`src/rtl/symbol_window.sv`:
```
// Circular history of 2-bit symbol pairs between deperforator and Fano decoder; the decoder walks rd back and forth over the window.
// Zero-latency async read at rd; writes/moves land at the edge; writes dropped when full (sticky o_ovf), illegal moves flagged on o_err next cycle.
module symbol_window #(
  parameter int ADDR_W = 10,
  parameter int HIST   = 512
) (
  input  logic            clk,
  input  logic            reset_n,
  input  logic            i_vld,
  input  logic [1:0]      i_data,
  input  logic            i_fwd,
  input  logic            i_back,
  output logic            o_vld,
  output logic [1:0]      o_data,
  output logic            o_at_tail,
  output logic            o_full,
  output logic [ADDR_W:0] o_level,
  output logic            o_ovf,
  output logic            o_err
);
  localparam int DEPTH = 1 << ADDR_W;
  localparam logic [ADDR_W:0] DEPTH_P = {1'b1, {ADDR_W{1'b0}}};
  localparam logic [ADDR_W:0] HIST_P  = (ADDR_W + 1)'(HIST);
  localparam logic [ADDR_W:0] ONE     = {{ADDR_W{1'b0}}, 1'b1};

  logic [ADDR_W:0] head_q, head_d, rd_q, rd_d, tail_q, tail_d;
  logic            ovf_q, ovf_d, err_q, err_d;
  logic [1:0]      mem_q [DEPTH];

  logic [ADDR_W:0] level, rd_inc;
  logic            vld, at_tail, full, wr_en, fwd_ok, back_ok;

  assign level   = head_q - tail_q;
  assign vld     = (rd_q != head_q);
  assign at_tail = (rd_q == tail_q);
  assign full    = (level == DEPTH_P);
  assign rd_inc  = rd_q + ONE;

  always_comb begin
    head_d  = head_q;
    rd_d    = rd_q;
    tail_d  = tail_q;
    ovf_d   = ovf_q;
    wr_en   = 1'b0;
    fwd_ok  = i_fwd && !i_back && vld;
    back_ok = i_back && !i_fwd && !at_tail;
    err_d   = (i_fwd && i_back) || (i_fwd && !vld) || (i_back && at_tail);

    // Full is judged on pre-edge pointers, so a same-cycle retirement cannot admit a write.
    if (i_vld) begin
      if (!full) begin
        wr_en  = reset_n;
        head_d = head_q + ONE;
      end else begin
        ovf_d = 1'b1;
      end
    end

    if (fwd_ok) begin
      rd_d = rd_inc;
      if ((rd_inc - tail_q) > HIST_P) begin
        tail_d = tail_q + ONE;
      end
    end else if (back_ok) begin
      rd_d = rd_q - ONE;
    end
  end

  always_ff @(posedge clk) begin
    if (!reset_n) begin
      head_q <= '0;
      rd_q   <= '0;
      tail_q <= '0;
      ovf_q  <= 1'b0;
      err_q  <= 1'b0;
    end else begin
      head_q <= head_d;
      rd_q   <= rd_d;
      tail_q <= tail_d;
      ovf_q  <= ovf_d;
      err_q  <= err_d;
    end
  end

  // Storage is deliberately not reset; after reset it is simply unreachable.
  always_ff @(posedge clk) begin
    if (wr_en) begin
      mem_q[head_q[ADDR_W-1:0]] <= i_data;
    end
  end

  assign o_vld     = vld;
  assign o_data    = vld ? mem_q[rd_q[ADDR_W-1:0]] : 2'b00;
  assign o_at_tail = at_tail;
  assign o_full    = full;
  assign o_level   = level;
  assign o_ovf     = ovf_q;
  assign o_err     = err_q;
endmodule

```
`config.mk`:
```
export PLATFORM = sky130hd
export DESIGN_NAME = symbol_window
export DESIGN_NICKNAME = d
export VERILOG_FILES = /design/src/rtl/symbol_window.sv
export SDC_FILE = /design/constraint.sdc
export NUM_CORES = 2
export LEC_CHECK = 0
export CORE_MARGIN = 2
export CORE_UTILIZATION = 60
export DETAILED_ROUTE_END_ITERATION = 6
export PLACE_DENSITY = 0.73
export REMOVE_ABC_BUFFERS = 1
export SKIP_CTS_REPAIR_TIMING = 1
export SLEW_MARGIN = 20
export SYNTH_ARGS = -nofsm -noshare
export SYNTH_HDL_FRONTEND = slang
export SYNTH_SLANG_ARGS = --single-unit
```
`constraint.sdc`:
```
create_clock -name clk -period 5.4 [get_ports clk]
set_clock_uncertainty 0.2 [all_clocks]
set_input_delay 1.08 -clock clk [delete_from_list [all_inputs] [get_ports clk]]
set_output_delay 1.08 -clock clk [all_outputs]
set_load 0.01 [all_outputs]
```
==> impl_metrics.json <==
{
  "grt_pass1_wl_um": 326900,
  "yosysTopAreaCell": "edfxtp_1",
  "antenna_found_initial": 3,
  "vias_per_cell": 6.699,
  "slew_viol_final": 0,
  "max_stage_delay_ps": 500,
  "synth_flop_cell": "edfxtp_1",
  "detail-route-antenna-nets": 0,
  "fmax_mhz": 179.3,
  "finalCritPeriodShare_pct": 103.3,
  "p_seq_share_pct": 38.6,
  "cts_buffers": 203,
  "cpMaxStageDelayCell": "dfxtp_4",
  "core_area_um2": 143800,
  "syn_area_um2": 87040,
  "dp.cells": 6977,
  "vias": 49516,
  "io_buffers": 24,
  "num-nets-final": 5350,
  "post_layout_nonfiller_instances": 7391,
  "worstPathRequired_ps": 4120,
  "hold_path.class": "reg2reg",
  "status": "finished with violations",
  "setup_ws_ps": -176.6,
  "final_cell_mix": "edfxtp_1 (2048), nor2_1 (1081), mux4_2 (513)",
  "rsz0062_at_grt": "yes",
  "netlist.area_leader.share_pct": 70.66,
  "gp_congestion": 0.9147,
  "swShare_pct": 30.77,
  "setup_viol": 2,
  "ys_warn_count": 0,
  "worstSetupEndpointType": "primary output",
  "drive_gt1_share_pct": 21.77,
  "finalCriticalPeriod_ps": 5577,
  "area_growth_pct": 12.71,
  "die_area_um2": 148100,
  "p_leak_nw": 29.60,
  "num_io_pins": 25,
  "startpoint_type": "flop",
  "cts.sinks": 2093,
  "power-per-cell-area_nw_per_um2": 480.6,
  "layout_commonest_cell": "edfxtp_1",
  "tightest_slew_ps": 1210,
  "setup_tns_ps": -187.7,
  "maxCapViolations": 0,
  "synth-edff-count": 2048,
  "cts_max_level": 4,
  "slew_headroom_pct": 19.25,
  "p_int_mw": 32.64,
  "yosysUniqueCellTypes": 67,
  "async_reset_ff_share_pct": 0,
  "synth_cells": 5166,
  "cp_max_fo": 17,
  "grt_start_max_net_pins": 152,
  "drc": 3,
  "synthTopCellsByArea": "edfxtp_1 (71%), mux4_2 (13%), nor2_1 (4.7%)",
  "n_antenna_cell": 0,
  "synth_area_per_cell_um2": 16.85,
  "criticalPathCategory": "reg2out",
  "post_drt_wl_per_cell_um": 30.71,
  "hold_viol": 0,
  "p_comb_share_pct": 30.9,
  "row_count": 139,
  "pwr-share-clk_pct": 30.4,
  "drtPass1Iterations": 7,
  "die_x_um": 384.9,
  "violations": "design-rule violations, negative setup slack",
  "grtUsageTotal_pct": 30.58,
  "initial_utilization_pct": 60.52,
  "path_cells": "buf_4 > nor2b_2 > buf_4 > nand3_1 > a21oi_1 > nand3_1 > nand3_1 > nor2_1 > nand4_1 > o21ai_4 > buf_4 > dlymetal6s2s_1",
  "post-place-ws_ps": -280.6,
  "crit_arrival_ps": 4300,
  "clockRootBuffer": "clkbuf_16",
  "hpwl_um": 142700,
  "power.net_switching_mw": 14.51,
  "clk_latency_ps": 840,
  "overflow": 0,
  "peakVddDrop_mv": 0.3918,
  "clk_pin_slew_ps": 60,
  "die_h_um": 384.9,
  "clock_path_buffers": 3,
  "yosysSeqAreaShare_pct": 71.69,
  "drt_iter0_markers": 7591,
  "wirelength_um": 227000,
  "ys_ff_latch": 2093,
  "cts_tree": "done",
  "grt_pass1_vias": 49641
}
-- per-layer routing --
metal  share of wire (%)  up-vias  GRT usage (%)  routed length, um
li1                    -    20427              -                  -
met1                  37    25395          43.19              84150
met2                  47     3189          46.82             106500
met3                  12      501          6.767              26350
met4                 4.4        4          12.86               9937
met5              0.0097        -              0                 22
-- through the flow --
stage          total power, mW  cell area, um2  utilization, %  hold slack [ps]
2_1_floorplan            25.37           85020               -            272.9
3_3_place_gp             31.75           90400           62.85            282.3
3_5_place_dp             31.86           90410           62.86            293.2
4_1_cts                  46.01           97120           67.53            310.8
5_1_grt                  48.33           98100           68.21            360.4
6_report                 47.15           98100           68.21            305.1
-- state kept, by name, indices dropped and copies added (netlist names), named ones only --
register / cells
mem_q: 2048
head_q: 11
rd_q: 11
tail_q: 11
o_err: 1
o_ovf: 1
-- kinds of logic (layout without fill, tap and decap cells) --
group / count (synthesis) / count (layout) / synth area share, %
compound gates: 346 / 346 / 2.948
xor+xnor: 55 / 55 / 0.5534
fa+ha+maj: 28 / 28 / 0.4111
buf+inv: 375 / 697 / 2.418
flops: 2093 / 2093 / 71.69
mux: 584 / 584 / 14.09
simple gates: 1685 / 1685 / 7.883
-- critical path, delay by kind of cell (launching register included) --
kind                   cells  cell delay (ps)
AOI/OAI and AO/OA          2              550
buffers and inverters      4             1040
DFF                        1              500
and+or+nand+nor            6             1340
-- power by group through the flow --
stage               combinational (mW)  clock (mW)  sequential (mW)
floorplan                         6.38           0             19.0
global placement                  13.1           0             18.6
detailed placement                13.2           0             18.6
CTS                               13.3        14.4             18.3
global route                      15.1        15.0             18.2
finish                            14.6        14.3             18.2
-- layout make-up --
class | count | area [um2]
fillers | 9086 | 45730
inverters | 23 | 86.33
multi-input cells | 2698 | 23040
clock inverters | 131 | 1282
well taps | 1903 | 2381
clock buffers | 247 | 5436
flip-flops and latches | 2093 | 62420
repair buffers | 296 | 3455
-- synth_stat cells, types with 4 or more instances --
cell type	n
dfxtp_1	45
nand3_1	77
and2_1	19
nor3_1	34
a211oi_1	6
inv_1	23
o41ai_1	4
nor2_1	1098
buf_2	101
a21boi_1	6
or3_1	14
buf_1	31
nand2b_1	24
nor4_1	14
o31ai_1	10
nor2b_1	20
nand2_1	331
o21a_1	6
and3_1	8
o211ai_1	8
o21ai_0	18
nor3b_1	4
buf_4	4
or2_2	6
edfxtp_1	2048
a21oi_1	39
a221oi_1	39
nand3b_1	4
o22ai_1	21
xor2_1	35
xnor2_1	20
a22oi_1	100
mux4_2	513
a21o_1	5
o221ai_1	4
a21boi_0	4
buf_6	74
clkbuf_1	142
nand4_1	20
a31oi_1	17
mux2i_1	69
ha_1	27
a22o_1	36
-- final timing paths --
kind                           from                      to  slack (ps)  cells after the start
max                            flop               o_data[0]        -180                     12
min              o_ovf$_SDFFE_PN0P_      o_ovf$_SDFFE_PN0P_         310                      2
max reg2reg  head_q[0]$_SDFFE_PN0P_  mem_q[18][1]$_DFFE_PP_         710                     14
min reg2reg      o_ovf$_SDFFE_PN0P_      o_ovf$_SDFFE_PN0P_         310                      2
(Power assumes the default switching activity.)
